[src/rtl/adder12s_frame_ctrl.sv]
// Front end for the 8-input signed adder tree: packs serial samples into frames,
// launches them under FIFO credit, and returns tree sums on a valid/ready stream.
module adder12s_frame_ctrl #(
  parameter int W     = 12,
  parameter int LAT   = 5,
  parameter int DEPTH = 4
) (
  input  logic             clk,
  input  logic             rst_n,
  input  logic             s_valid,
  output logic             s_ready,
  input  logic [W-1:0]     s_data,
  input  logic             frm_clr,
  output logic [8*W-1:0]   n_bus,
  input  logic [W+2:0]     sum_in,
  output logic             m_valid,
  input  logic             m_ready,
  output logic [W+2:0]     m_sum,
  output logic [W-1:0]     m_mean
);

  localparam int PW = $clog2(DEPTH);
  localparam int CW = $clog2(DEPTH + 1);
  localparam int IW = $clog2(LAT + 2);
  localparam int OW = $clog2(LAT + DEPTH + 2);

  logic [2:0]              fill;
  logic [6:0][W-1:0]       slot;
  logic [LAT:0]            vld_pipe;
  logic [DEPTH-1:0][W+2:0] mem;
  logic [PW-1:0]           wr_ptr, rd_ptr;
  logic [CW-1:0]           cnt;
  logic [IW-1:0]           infl;
  logic [OW-1:0]           occ;
  logic                    credit, xfer, launch, push, pop;

  always_comb begin
    infl = '0;
    for (int i = 0; i <= LAT; i++) infl = infl + IW'(vld_pipe[i]);
  end

  // Frames in the tree count against the FIFO because the tree cannot be stalled.
  assign occ     = OW'(infl) + OW'(cnt);
  assign credit  = occ < OW'(DEPTH);
  assign s_ready = !(fill == 3'd7 && !credit);
  assign xfer    = s_valid & s_ready;
  assign launch  = xfer & (fill == 3'd7) & ~frm_clr;
  assign push    = vld_pipe[LAT];
  assign pop     = m_valid & m_ready;

  assign m_valid = (cnt != '0);
  assign m_sum   = mem[rd_ptr];
  assign m_mean  = m_sum[W+2:3];

  always_ff @(posedge clk or negedge rst_n) begin
    if (!rst_n) begin
      fill     <= '0;
      slot     <= '0;
      n_bus    <= '0;
      vld_pipe <= '0;
      mem      <= '0;
      wr_ptr   <= '0;
      rd_ptr   <= '0;
      cnt      <= '0;
    end else begin
      if (frm_clr) begin
        fill <= '0;
      end else if (xfer) begin
        fill <= fill + 3'd1;
        if (fill != 3'd7) slot[fill] <= s_data;
      end
      // Last sample goes straight to n7 so the whole frame lands in one edge.
      if (launch) n_bus <= {s_data, slot};
      vld_pipe <= {vld_pipe[LAT-1:0], launch};

      // DEPTH is a power of two, so pointers wrap naturally.
      if (push) begin
        mem[wr_ptr] <= sum_in;
        wr_ptr      <= wr_ptr + PW'(1);
      end
      if (pop) rd_ptr <= rd_ptr + PW'(1);
      case ({push, pop})
        2'b10:   cnt <= cnt + CW'(1);
        2'b01:   cnt <= cnt - CW'(1);
        default: cnt <= cnt;
      endcase
    end
  end

endmodule
[config.mk]
export PLATFORM = sky130hd
export DESIGN_NAME = adder12s_frame_ctrl
export DESIGN_NICKNAME = d
export VERILOG_FILES = /design/src/rtl/adder12s_frame_ctrl.sv
export SDC_FILE = /design/constraint.sdc
export NUM_CORES = 1
export LEC_CHECK = 0
export BUFFER_PORTS_ARGS = -buffer_cell sky130_fd_sc_hd__buf_2
export CORE_MARGIN = 2
export CORE_UTILIZATION = 51
export CTS_CLUSTER_DIAMETER = 50
export DETAILED_ROUTE_END_ITERATION = 10
export GPL_ROUTABILITY_DRIVEN = 1
export GPL_TIMING_DRIVEN = 0
export HOLD_SLACK_MARGIN = 0.1
export PLACE_DENSITY = 0.76
export SETUP_SLACK_MARGIN = 0.3
export SKIP_CTS_REPAIR_TIMING = 1
export SLEW_MARGIN = 20
export SYNTH_ARGS = -nofsm -noshare
export SYNTH_HDL_FRONTEND = slang
export SYNTH_SLANG_ARGS = --single-unit
[constraint.sdc]
create_clock -name clk -period 3 [get_ports clk]
set_input_delay 0.3 -clock clk [delete_from_list [all_inputs] [get_ports clk]]
set_output_delay 0.3 -clock clk [all_outputs]
set_load 0.02 [all_outputs]
==> results of run 1 <==
-- power by group through the flow --
| stage | logic, W | registers, W | clock network (W) |
|---|---|---|---|
| 2_1_floorplan | 0.00112 | 0.00391 | 0 |
| 3_3_place_gp | 0.00152 | 0.00394 | 0 |
| 3_5_place_dp | 0.00158 | 0.00397 | 0 |
| 4_1_cts | 0.00159 | 0.00391 | 0.00388 |
| 5_1_grt | 0.00174 | 0.00395 | 0.00404 |
| 6_report | 0.00161 | 0.00391 | 0.00382 |
-- through the flow --
step | hold slack (ns) | total power [W] | util [%] | area [sq um] | setup WS [ns]
6_report | 0.157 | 0.00934 | 67.5 | 13500 | -0.0887
5_1_grt | 0.158 | 0.00973 | 67.5 | 13500 | -0.190
4_1_cts | -0.272 | 0.00937 | 62.8 | 12600 | -0.248
3_5_place_dp | 0.284 | 0.00555 | 57.6 | 11500 | -0.181
3_3_place_gp | 0.365 | 0.00546 | 57.2 | 11500 | -2.50
2_1_floorplan | 0.00441 | 0.00503 | - | 10400 | 0.174
-- worst max-delay path, delay by kind of cell, from the launching register on --
kind	cells	cell delay (ns)
compound gates	2	0.38
fa+ha+maj	3	1.25
flops	1	0.40
buf+inv	3	0.22
-- worst paths after layout --
kind / start / to / slack (ns) / depth (start not counted)
max: vld_pipe[3] / s_ready / -0.09 / 8
min: frm_clr / fill[1] / 0.16 / 3
max reg2reg: vld_pipe[3] / n_bus[1] / -0.03 / 11
min reg2reg: vld_pipe[0] / vld_pipe[1] / 0.42 / 0
max in group asynchronous: rst_n / n_bus[84] / 1.76 / 3
min in group asynchronous: rst_n / mem[59] / 0.32 / 2
-- cell usage after synthesis (all sizes together) --
master	instances
dfrtp	256
mux2	241
buf	36
mux4	15
inv	12
nand2	12
ha	11
nand2b	4
xor2	4
fa	3
nor2	3
clkbuf	2
mux2i	2
nand3	2
nor2b	2
nor3	2
nor3b	2
o21ai	2
xnor2	2
a21oi	1
and3b	1
and4	1
o2111ai	1
o221a	1
o22a	1
o31a	1
or3	1
-- registers in the layout, summed over array words and instances (netlist names) --
name	flops
n_bus	96
slot	84
mem	60
vld_pipe	6
cnt	3
fill	3
rd_ptr	2
wr_ptr	2
-- routing by layer --
| layer | global-route usage (%) | vias up | part of all wire, % |
|---|---|---|---|
| li1 | - | 2650 | - |
| met1 | 26.8 | 3218 | 42 |
| met2 | 35.6 | 159 | 51 |
| met3 | 5.94 | 31 | 6.1 |
| met4 | 4.56 | 0 | 1.4 |
| met5 | 0 | - | 0 |
-- layout by cell type (no fill, tap or decap), drive strengths merged, types with 4 or more instances in the layout --
cell         instances
dfrtp              256
mux2               241
buf                206
clkbuf              49
dlygate4sd3         16
mux4                15
inv                 13
nand2               12
ha                  11
bufinv               6
clkinv               6
nand2b               4
xor2                 4
-- kinds of logic after synthesis --
group / share of synthesized area (%)
flip-flops: 61.9
AND/OR/NAND/NOR: 1.57
adder cells (fa/ha/maj): 1.91
buffers and inverters: 2.77
multiplexers: 30.7
XOR/XNOR: 0.508
AO/OA/AOI/OAI: 0.568
-- final cells by class --
cell class | instances | share of cell area (%)
flip-flops and latches | 256 | 47.3
clock inverters | 14 | 1.73
inverters | 12 | 0.333
well taps | 270 | 2.50
plain buffers | 38 | 2.57
multi-input cells | 315 | 29.1
clock buffers | 38 | 6.06
repair buffers | 195 | 10.4
==> metrics.txt, run 1 <==
# TYPE chip_impl_metric gauge
chip_impl_metric{name="grtUsageTotal",unit="%"} 20.9
chip_impl_metric{name="placement_rows",unit=""} 52
chip_impl_metric{name="insertion_delay",unit="ns"} 0.53
chip_impl_metric{name="p_leak",unit="nW"} 7.13
chip_impl_metric{name="powerDensity",unit="nW/um^2"} 690
chip_impl_metric{name="multi_input_comb_area",unit="sq um"} 3940
chip_impl_info{name="worst_setup_path_start_kind",value="flip-flop"} 1
chip_impl_metric{name="timing_worst_slew_pin_value",unit="ns"} 0.559
chip_impl_metric{name="fin_nets",unit=""} 893
chip_impl_metric{name="drive_gt1_share",unit="%"} 60.4
chip_impl_metric{name="final-instance-count-excl-fill",unit=""} 1138
chip_impl_metric{name="maximum_number_of_pins_on_one_net_before_global_route_repair",unit=""} 112
chip_impl_metric{name="antenna_violations_before_repair",unit=""} 0
chip_impl_metric{name="placed_instance_count",unit=""} 1049
chip_impl_metric{name="timing.final.hold_violations",unit=""} 0
chip_impl_metric{name="fin_worst_skew",unit="ns"} 0.00835
chip_impl_info{name="worst_path_max_delay_cell",value="sky130_fd_sc_hd__fa_1"} 1
chip_impl_metric{name="seq_area_frac_synth",unit="%"} 61.9
chip_impl_metric{name="netlist_area",unit="sq um"} 10300
chip_impl_info{name="worst_min_delay_path_class",value="in -> reg"} 1
chip_impl_metric{name="cts.sink_count",unit=""} 256
chip_impl_metric{name="finalCriticalPeriod",unit="ns"} 3.09
chip_impl_metric{name="slowest_delay",unit="ns"} 0.54
chip_impl_metric{name="wire_per_inst",unit="microns"} 21.0
chip_impl_info{name="violations",value="setup timing"} 1
chip_impl_metric{name="p_switching",unit="W"} 0.00240
chip_impl_metric{name="grt_pass1_vias",unit=""} 6534
chip_impl_metric{name="netlist.area_leader.share",unit="%"} 61.9
chip_impl_metric{name="synth_register_bits",unit=""} 256
chip_impl_metric{name="crit_arrival",unit="ns"} 2.79
chip_impl_info{name="rsz0062_at_grt",value="true"} 1
chip_impl_metric{name="final_min_period_over_clock_period",unit="%"} 103
chip_impl_metric{name="grt_first_pass_wirelength",unit="mm"} 35.5
chip_impl_metric{name="register_area",unit="sq um"} 6410
chip_impl_metric{name="portBuffers",unit=""} 156
chip_impl_info{name="worst_setup_path_end_kind",value="output pin"} 1
chip_impl_metric{name="cts.reportedPaths.clkPinSlew",unit="ns"} 0.06
chip_impl_metric{name="ys_types",unit=""} 33
chip_impl_metric{name="vias",unit=""} 6058
chip_impl_metric{name="drt-initial-drc-count",unit=""} 211
chip_impl_metric{name="initial_core_util",unit="%"} 51.6
chip_impl_metric{name="share_comb_of_total_power",unit="%"} 17.2
chip_impl_info{name="yosys.area.top_type",value="sky130_fd_sc_hd__dfrtp_1"} 1
chip_impl_metric{name="core_area",unit="sq um"} 20000
chip_impl_metric{name="netlist_instances",unit=""} 621
chip_impl_metric{name="num_cts_buffers",unit=""} 29
chip_impl_metric{name="h_tree_level_count",unit=""} 1
chip_impl_metric{name="number_of_diodes",unit=""} 0
chip_impl_info{name="ys_top_cells_by_area",value="sky130_fd_sc_hd__dfrtp_1 (62%), sky130_fd_sc_hd__mux2_2 (23%), sky130_fd_sc_hd__mux2_4 (4.2%), sky130_fd_sc_hd__mux4_2 (3.3%), sky130_fd_sc_hd__ha_1 (1.3%)"} 1
chip_impl_metric{name="post-route-worst-setup-slack",unit="ns"} -0.0887
chip_impl_metric{name="timing.critical_path.fanout_max",unit=""} 3
chip_impl_metric{name="dieWidth",unit="microns"} 146
chip_impl_metric{name="final-setup-viol-count",unit=""} 59
chip_impl_metric{name="worst-endpoint-required",unit="ns"} 2.70
chip_impl_metric{name="share_of_power_burned_in_the_clock_network",unit="%"} 40.9
chip_impl_metric{name="final.setup.tns",unit="ns"} -0.893
chip_impl_metric{name="maxCapViolCount",unit=""} 0
chip_impl_metric{name="routed_wl",unit="mm"} 23.9
chip_impl_metric{name="top_level_ports",unit=""} 157
chip_impl_metric{name="power.share.switching",unit="%"} 25.7
chip_impl_info{name="cell_mode_on_critical_path",value="sky130_fd_sc_hd__fa_1"} 1
chip_impl_metric{name="internal-power",unit="W"} 0.00694
chip_impl_metric{name="pwr-share-seq",unit="%"} 41.9
chip_impl_metric{name="drt_pre_antenna_iters",unit=""} 4
chip_impl_info{name="outcome",value="complete, but fails checks"} 1
chip_impl_metric{name="slew-limit-headroom",unit="%"} 62.7
chip_impl_metric{name="syn2layout_area_growth",unit="%"} 30.8
chip_impl_metric{name="die-height",unit="microns"} 146
chip_impl_metric{name="detail_route.drc_violations",unit=""} 0
chip_impl_metric{name="route.antenna.remaining_nets",unit=""} 0
chip_impl_info{name="worstSetupPathType",value="reg -> out"} 1
chip_impl_metric{name="rd_place_congestion",unit=""} 0.762
chip_impl_metric{name="synthesized_netlist_net_count",unit=""} 667
chip_impl_metric{name="globalRouteOverflowTotal",unit=""} 0
chip_impl_metric{name="fmaxAchievable",unit="GHz"} 0.324
chip_impl_metric{name="place_hpwl",unit="mm"} 15.0
chip_impl_metric{name="final.fill_count",unit=""} 1409
chip_impl_info{name="cell_at_the_root_of_the_clock_tree",value="sky130_fd_sc_hd__clkbuf_16"} 1
chip_impl_metric{name="fp.dieArea",unit="sq um"} 21400
chip_impl_metric{name="vdd_drop_max",unit="mV"} 0.435
chip_impl_info{name="tritoncts",value="yes"} 1
chip_impl_metric{name="ys_warn_count",unit=""} 0
chip_impl_metric{name="syn-mean-instance-area",unit="sq um"} 16.7
chip_impl_metric{name="final-max-slew-violation-count",unit=""} 0
chip_impl_metric{name="via_per_inst",unit=""} 5.32
chip_impl_info{name="worstPathCellList",value="fa_1 -> inv_1 -> fa_1 -> inv_2 -> ha_4 -> a21oi_4 -> o22a_1 -> buf_6"} 1
chip_impl_metric{name="clockBufferDepth",unit=""} 3
(Power assumes the default switching activity.)
==> run 2: changes to the inputs <==
--- a/config.mk
+++ b/config.mk
@@ -5,7 +5,7 @@
 export SDC_FILE = /design/constraint.sdc
 export NUM_CORES = 1
 export LEC_CHECK = 0
-export BUFFER_PORTS_ARGS = -buffer_cell sky130_fd_sc_hd__buf_2
+export BUFFER_PORTS_ARGS = -buffer_cell sky130_fd_sc_hd__buf_4
 export CORE_MARGIN = 2
 export CORE_UTILIZATION = 51
 export CTS_CLUSTER_DIAMETER = 50
==> metrics.txt, run 2 (synthesis gave the netlist of run 1 again) <==
# TYPE chip_impl_metric gauge
chip_impl_metric{name="timing_worst_slew_pin_value",unit="ns"} 0.425
chip_impl_metric{name="dieWidth",unit="microns"} 146
chip_impl_metric{name="maxCapViolCount",unit=""} 0
chip_impl_metric{name="routed_wl",unit="mm"} 23.8
chip_impl_metric{name="layout.cell_area.non_filler",unit="sq um"} 13900
chip_impl_metric{name="via_per_inst",unit=""} 5.28
chip_impl_metric{name="p_leak",unit="nW"} 7.15
chip_impl_metric{name="grt_first_pass_wirelength",unit="mm"} 34.9
chip_impl_metric{name="detailed_place.area",unit="sq um"} 12000
chip_impl_metric{name="fmaxAchievable",unit="GHz"} 0.327
chip_impl_info{name="layout_common_cells",value="sky130_fd_sc_hd__dfrtp_1 (256), sky130_fd_sc_hd__buf_4 (167), sky130_fd_sc_hd__mux2_2 (142), sky130_fd_sc_hd__mux2_4 (96), sky130_fd_sc_hd__clkbuf_16 (39)"} 1
chip_impl_info{name="worst_setup_path_start_kind",value="flip-flop"} 1
chip_impl_metric{name="maximum_number_of_pins_on_one_net_before_global_route_repair",unit=""} 77
chip_impl_metric{name="p_switching",unit="W"} 0.00244
chip_impl_metric{name="vias",unit=""} 6034
chip_impl_metric{name="insertion_delay",unit="ns"} 0.55
chip_impl_metric{name="vdd_drop_max",unit="mV"} 0.466
chip_impl_info{name="outcome",value="complete, but fails checks"} 1
chip_impl_metric{name="share_of_power_burned_in_the_clock_network",unit="%"} 38.8
chip_impl_metric{name="finalCriticalPeriod",unit="ns"} 3.06
chip_impl_metric{name="final-instance-count-excl-fill",unit=""} 1143
chip_impl_metric{name="timing.critical_path.fanout_max",unit=""} 3
chip_impl_info{name="violations",value="setup timing"} 1
chip_impl_info{name="rsz0062_at_grt",value="true"} 1
chip_impl_metric{name="antenna_violations_before_repair",unit=""} 0
chip_impl_metric{name="design_power_total",unit="W"} 0.00929
chip_impl_metric{name="post-route-worst-setup-slack",unit="ns"} -0.0620
chip_impl_metric{name="clockBufferDepth",unit=""} 3
chip_impl_metric{name="drt-initial-drc-count",unit=""} 192
chip_impl_metric{name="die-height",unit="microns"} 146
chip_impl_metric{name="largest_reg_flops",unit=""} 96
chip_impl_metric{name="top_level_ports",unit=""} 157
chip_impl_metric{name="cts.sink_count",unit=""} 256
chip_impl_metric{name="pwr-share-seq",unit="%"} 42.1
chip_impl_metric{name="h_tree_level_count",unit=""} 1
chip_impl_metric{name="initial_core_util",unit="%"} 51.6
chip_impl_info{name="worst_min_delay_path_class",value="in -> reg"} 1
chip_impl_metric{name="placed_instance_count",unit=""} 1050
chip_impl_metric{name="portBuffers",unit=""} 156
chip_impl_info{name="largest-register",value="n_bus"} 1
chip_impl_metric{name="fin_nets",unit=""} 896
chip_impl_metric{name="syn2layout_area_growth",unit="%"} 34.6
chip_impl_metric{name="slew-limit-headroom",unit="%"} 71.7
chip_impl_info{name="cell_at_the_root_of_the_clock_tree",value="sky130_fd_sc_hd__clkbuf_16"} 1
chip_impl_metric{name="wire_per_inst",unit="microns"} 20.8
chip_impl_metric{name="final-max-slew-violation-count",unit=""} 0
chip_impl_metric{name="final.setup.tns",unit="ns"} -0.0620
chip_impl_metric{name="detail_route.drc_violations",unit=""} 0
chip_impl_metric{name="powerDensity",unit="nW/um^2"} 667
chip_impl_metric{name="num_cts_buffers",unit=""} 29
chip_impl_metric{name="fin_worst_skew",unit="ns"} 0.0308
chip_impl_metric{name="rd_place_congestion",unit=""} 0.782
chip_impl_metric{name="final_min_period_over_clock_period",unit="%"} 102
chip_impl_metric{name="globalRouteOverflowTotal",unit=""} 0
chip_impl_metric{name="number_of_diodes",unit=""} 0
chip_impl_metric{name="crit_arrival",unit="ns"} 2.76
chip_impl_metric{name="place_hpwl",unit="mm"} 15.2
chip_impl_info{name="worst_setup_path_end_kind",value="output pin"} 1
chip_impl_metric{name="grt_pass1_vias",unit=""} 6425
chip_impl_metric{name="power.share.switching",unit="%"} 26.3
chip_impl_info{name="tritoncts",value="yes"} 1
chip_impl_metric{name="share_comb_of_total_power",unit="%"} 19.1
chip_impl_metric{name="internal-power",unit="W"} 0.00685
chip_impl_metric{name="core_area",unit="sq um"} 20000
chip_impl_metric{name="timing.final.hold_violations",unit=""} 0
chip_impl_metric{name="grtUsageTotal",unit="%"} 20.7
chip_impl_metric{name="cts.reportedPaths.clkPinSlew",unit="ns"} 0.06
chip_impl_info{name="worstSetupPathType",value="reg -> out"} 1
chip_impl_metric{name="route.antenna.remaining_nets",unit=""} 0
chip_impl_info{name="largest_registers",value="n_bus (96), slot (84), mem (60)"} 1
chip_impl_metric{name="worst-endpoint-required",unit="ns"} 2.70
chip_impl_metric{name="placement_rows",unit=""} 52
chip_impl_metric{name="fp.dieArea",unit="sq um"} 21400
chip_impl_metric{name="final-setup-viol-count",unit=""} 1
chip_impl_metric{name="drt_pre_antenna_iters",unit=""} 4
chip_impl_metric{name="drive_gt1_share",unit="%"} 60.4
chip_impl_metric{name="dp_worst_setup_slack",unit="ns"} -0.231
chip_impl_info{name="most_common_library_cell_in_the_layout_ignoring_fill_and_taps",value="sky130_fd_sc_hd__dfrtp_1"} 1
==> run 2: cell types whose count changed in the layout (fill, tap and decap cells not counted), moves of 2 or more <==
cell and change:
sky130_fd_sc_hd__buf_12 -2, sky130_fd_sc_hd__buf_2 -154, sky130_fd_sc_hd__buf_4 +152, sky130_fd_sc_hd__buf_8 +2
sky130_fd_sc_hd__bufinv_16 -3, sky130_fd_sc_hd__clkinvlp_4 +4, sky130_fd_sc_hd__dlygate4sd3_1 +3
==> run 2: area by class of cell <==
class | instances | area, sq um
Timing Repair Buffer | 198 | 1850
Tap cell | 270 | 338
Multi-Input combinational cell | 315 | 3940
Fill cell | 1313 | 6110
Clock buffer | 39 | 823
Clock inverter | 15 | 180
Buffer | 38 | 348
Inverter | 12 | 45.0
Sequential cell | 256 | 6410
==> run 2: metal layers <==
metal  wire [microns]  up-vias  track usage (%)
met4              433        0             4.03
met3             1450       34             5.81
met5                0        -                0
met2            12200      153             35.9
li1                 -     2660                -
met1             9730     3187             26.4
==> run 2: final timing paths <==
path / from / endpoint / slack (ns) / depth (start not counted)
max: vld_pipe[3] / s_ready / -0.06 / 8
min: frm_clr / fill[2] / 0.11 / 3
max reg2reg: vld_pipe[3] / n_bus[19] / 0.02 / 11
min reg2reg: vld_pipe[0] / vld_pipe[1] / 0.41 / 0
max in group asynchronous: rst_n / slot[31] / 1.73 / 4
min in group asynchronous: rst_n / n_bus[56] / 0.28 / 2
==> run 2: critical path: stages, from the launching register on <==
cell and delay (ns):
sky130_fd_sc_hd__dfrtp_1 0.40, sky130_fd_sc_hd__fa_1 0.54, sky130_fd_sc_hd__inv_1 0.05, sky130_fd_sc_hd__fa_1 0.50
sky130_fd_sc_hd__inv_2 0.05, sky130_fd_sc_hd__ha_4 0.21, sky130_fd_sc_hd__a21oi_4 0.18, sky130_fd_sc_hd__o22a_1 0.19
sky130_fd_sc_hd__buf_6 0.12
==> run 2: power groups by stage <==
stage	combinational [W]	sequential [W]	clock, W
5_1_grt	0.00190	0.00395	0.00383
3_5_place_dp	0.00173	0.00397	0
3_3_place_gp	0.00166	0.00394	0
4_1_cts	0.00173	0.00391	0.00367
6_report	0.00177	0.00391	0.00361
2_1_floorplan	0.00112	0.00391	0
==> run 2: metrics by stage <==
| step | hold WS, ns | util (%) |
|---|---|---|
| final | 0.111 | 69.5 |
| after global routing | 0.106 | 69.5 |
| after CTS | -0.320 | 64.6 |
| after detailed placement | 0.242 | 59.6 |
| after global placement | 0.365 | 59.2 |
| after floorplan | 0.00441 | - |
==> run 3: changes to the inputs <==
--- a/config.mk
+++ b/config.mk
@@ -7,13 +7,14 @@
 export LEC_CHECK = 0
 export BUFFER_PORTS_ARGS = -buffer_cell sky130_fd_sc_hd__buf_4
 export CORE_MARGIN = 2
-export CORE_UTILIZATION = 51
+export CORE_UTILIZATION = 53
+export CTS_BUF_LIST = sky130_fd_sc_hd__clkbuf_4 sky130_fd_sc_hd__clkbuf_8
 export CTS_CLUSTER_DIAMETER = 50
 export DETAILED_ROUTE_END_ITERATION = 10
 export GPL_ROUTABILITY_DRIVEN = 1
 export GPL_TIMING_DRIVEN = 0
 export HOLD_SLACK_MARGIN = 0.1
-export PLACE_DENSITY = 0.76
+export PLACE_DENSITY = 0.78
 export SETUP_SLACK_MARGIN = 0.3
 export SKIP_CTS_REPAIR_TIMING = 1
 export SLEW_MARGIN = 20
==> metrics.txt, run 3 (synthesis gave the netlist of run 1 again) <==
# TYPE chip_impl_metric gauge
chip_impl_metric{name="post-route-worst-setup-slack",unit="ns"} -0.103
chip_impl_metric{name="timing.final.hold_violations",unit=""} 0
chip_impl_metric{name="detail_route.drc_violations",unit=""} 0
chip_impl_metric{name="timing_worst_slew_pin_value",unit="ns"} 0.741
chip_impl_metric{name="placed_instance_count",unit=""} 1044
chip_impl_metric{name="slowest_delay",unit="ns"} 0.57
chip_impl_metric{name="grt_pass1_vias",unit=""} 6494
chip_impl_metric{name="antenna_violations_before_repair",unit=""} 1
chip_impl_metric{name="vias",unit=""} 6133
chip_impl_metric{name="via_per_inst",unit=""} 5.26
chip_impl_metric{name="final-setup-viol-count",unit=""} 32
chip_impl_info{name="worstPathCellList",value="fa_1 -> inv_2 -> fa_1 -> inv_2 -> ha_4 -> a21oi_4 -> o22a_1 -> buf_6"} 1
chip_impl_metric{name="wire_per_inst",unit="microns"} 20.3
chip_impl_info{name="worst_path_max_delay_cell",value="sky130_fd_sc_hd__fa_1"} 1
chip_impl_metric{name="number_of_diodes",unit=""} 0
chip_impl_info{name="violations",value="setup timing"} 1
chip_impl_metric{name="die-height",unit="microns"} 144
chip_impl_metric{name="drive_gt1_share",unit="%"} 61.9
chip_impl_metric{name="timing.critical_path.buf_inv",unit=""} 3
chip_impl_metric{name="powerDensity",unit="nW/um^2"} 647
chip_impl_metric{name="maximum_number_of_pins_on_one_net_before_global_route_repair",unit=""} 99
chip_impl_metric{name="num_cts_buffers",unit=""} 43
chip_impl_metric{name="vdd_drop_max",unit="mV"} 0.348
chip_impl_metric{name="drt-initial-drc-count",unit=""} 208
chip_impl_metric{name="top_level_ports",unit=""} 157
chip_impl_metric{name="clockBufferDepth",unit=""} 3
chip_impl_info{name="cpLargestDelayFamily",value="adder cells"} 1
chip_impl_metric{name="insertion_delay",unit="ns"} 0.56
chip_impl_metric{name="slew-limit-headroom",unit="%"} 50.6
chip_impl_info{name="largest-register",value="n_bus"} 1
chip_impl_metric{name="rd_place_congestion",unit=""} 0.822
chip_impl_metric{name="core_area",unit="sq um"} 19300
chip_impl_metric{name="detailed_place.area",unit="sq um"} 11900
chip_impl_metric{name="fin_nets",unit=""} 914
chip_impl_metric{name="timing.critical_path.fanout_max",unit=""} 3
chip_impl_metric{name="final.setup.tns",unit="ns"} -0.577
chip_impl_info{name="hold_start",value="frm_clr"} 1
chip_impl_metric{name="final-instance-count-excl-fill",unit=""} 1166
chip_impl_metric{name="hold-path-cell-count",unit=""} 3
chip_impl_metric{name="portBuffers",unit=""} 156
chip_impl_metric{name="utilization_after_layout",unit="%"} 71.5
chip_impl_info{name="worst_min_delay_path_class",value="in -> reg"} 1
chip_impl_metric{name="place_hpwl",unit="mm"} 14.7
chip_impl_metric{name="initial_core_util",unit="%"} 53.5
chip_impl_metric{name="globalRouteOverflowTotal",unit=""} 0
chip_impl_metric{name="dieWidth",unit="microns"} 144
chip_impl_info{name="layout_common_cells",value="sky130_fd_sc_hd__dfrtp_1 (256), sky130_fd_sc_hd__buf_4 (170), sky130_fd_sc_hd__mux2_2 (164), sky130_fd_sc_hd__mux2_4 (74), sky130_fd_sc_hd__clkbuf_8 (55)"} 1
chip_impl_info{name="tritoncts",value="yes"} 1
chip_impl_metric{name="cts.sink_count",unit=""} 256
chip_impl_info{name="crit-reg2reg-launch",value="vld_pipe[0]"} 1
chip_impl_metric{name="grtUsageTotal",unit="%"} 21.6
chip_impl_metric{name="h_tree_level_count",unit=""} 2
chip_impl_metric{name="r2r.worst_path.cells",unit=""} 12
chip_impl_info{name="worst_setup_path_end_kind",value="output pin"} 1
chip_impl_metric{name="final-max-slew-violation-count",unit=""} 0
chip_impl_metric{name="final_min_period_over_clock_period",unit="%"} 103
chip_impl_info{name="most_common_library_cell_in_the_layout_ignoring_fill_and_taps",value="sky130_fd_sc_hd__dfrtp_1"} 1
chip_impl_metric{name="fmaxAchievable",unit="GHz"} 0.322
chip_impl_metric{name="drt_pre_antenna_iters",unit=""} 4
chip_impl_metric{name="largest_reg_flops",unit=""} 96
chip_impl_metric{name="fin_worst_skew",unit="ns"} 0.0231
chip_impl_metric{name="layout.cell_area.non_filler",unit="sq um"} 13800
chip_impl_metric{name="finalCriticalPeriod",unit="ns"} 3.10
chip_impl_metric{name="placement_rows",unit=""} 51
chip_impl_metric{name="maxCapViolCount",unit=""} 0
chip_impl_metric{name="grt_first_pass_wirelength",unit="mm"} 34.2
chip_impl_metric{name="cts.reportedPaths.clkPinSlew",unit="ns"} 0.07
chip_impl_metric{name="crit_arrival",unit="ns"} 2.80
chip_impl_metric{name="routed_wl",unit="mm"} 23.7
chip_impl_info{name="cell_at_the_root_of_the_clock_tree",value="sky130_fd_sc_hd__clkbuf_8"} 1
chip_impl_metric{name="dp_worst_setup_slack",unit="ns"} -0.168
chip_impl_metric{name="route.antenna.remaining_nets",unit=""} 0
chip_impl_info{name="worst_setup_path_startpoint",value="vld_pipe[0]"} 1
chip_impl_info{name="rsz0062_at_grt",value="true"} 1
chip_impl_metric{name="p_leak",unit="nW"} 7.12
chip_impl_metric{name="worst-endpoint-required",unit="ns"} 2.70
chip_impl_metric{name="syn2layout_area_growth",unit="%"} 33.6
chip_impl_metric{name="worst-path-stages",unit=""} 8
chip_impl_metric{name="fp.dieArea",unit="sq um"} 20700
chip_impl_info{name="largest_registers",value="n_bus (96), slot (84), mem (60)"} 1
chip_impl_info{name="worst_setup_path_start_kind",value="flip-flop"} 1
chip_impl_info{name="outcome",value="complete, but fails checks"} 1
chip_impl_info{name="worstSetupPathType",value="reg -> out"} 1
[run 3: cell count changes in the layout (fill, tap and decap cells not counted), sizes merged]
cell / delta
clkbuf: +30
inv: -3
buf: +2
bufinv: -2
clkinv: +2
clkinvlp: -2
dlygate4sd3: +1
[run 3: through the flow]
step / total power [W] / hold slack [ns]
floorplan: 0.00503 / 0.00441
global placement: 0.00559 / 0.366
detailed placement: 0.00568 / 0.379
CTS: 0.00897 / -0.210
global route: 0.00937 / 0.0951
finish: 0.00894 / 0.0968
[run 3: layout make-up]
class | instances | area (sq um)
fillers | 1240 | 5520
inverters | 12 | 45.0
well taps | 265 | 332
multi-input cells | 315 | 3860
repair buffers | 202 | 1880
clock inverters | 10 | 82.6
clock buffers | 68 | 855
plain buffers | 38 | 367
flip-flops and latches | 256 | 6410
[run 3: worst min-delay path: cells and delay by family]
family,cells,cell delay (ns)
AND/OR/NAND/NOR,1,0.12
buffers and inverters,1,0.13
multiplexers,1,0.06
[run 3: worst paths after layout]
check / to / slack [ns]
worst max-delay path: s_ready / -0.10
worst min-delay path: fill[1] / 0.1
worst max register to register: n_bus[32] / -0.04
worst min register to register: vld_pipe[2] / 0.40
max in group asynchronous: slot[10] / 1.72
min in group asynchronous: mem[2] / 0.38
[run 3: report_power, final]
part | internal, W | switching, W
sequential | 0.00374 | 0.000166
clock | 0.00190 | 0.00138
combinational | 0.000900 | 0.000850
total | 0.00654 | 0.00240
[run 3: layer usage]
layer  share of wire [%]  routed length [microns]  global-route usage (%)
met1                  42                     9850                    26.9
met2                  50                    11700                    36.3
met3                 6.9                     1630                    7.13
met4                 1.8                      430                    6.55
met5               0.068                       16                       0
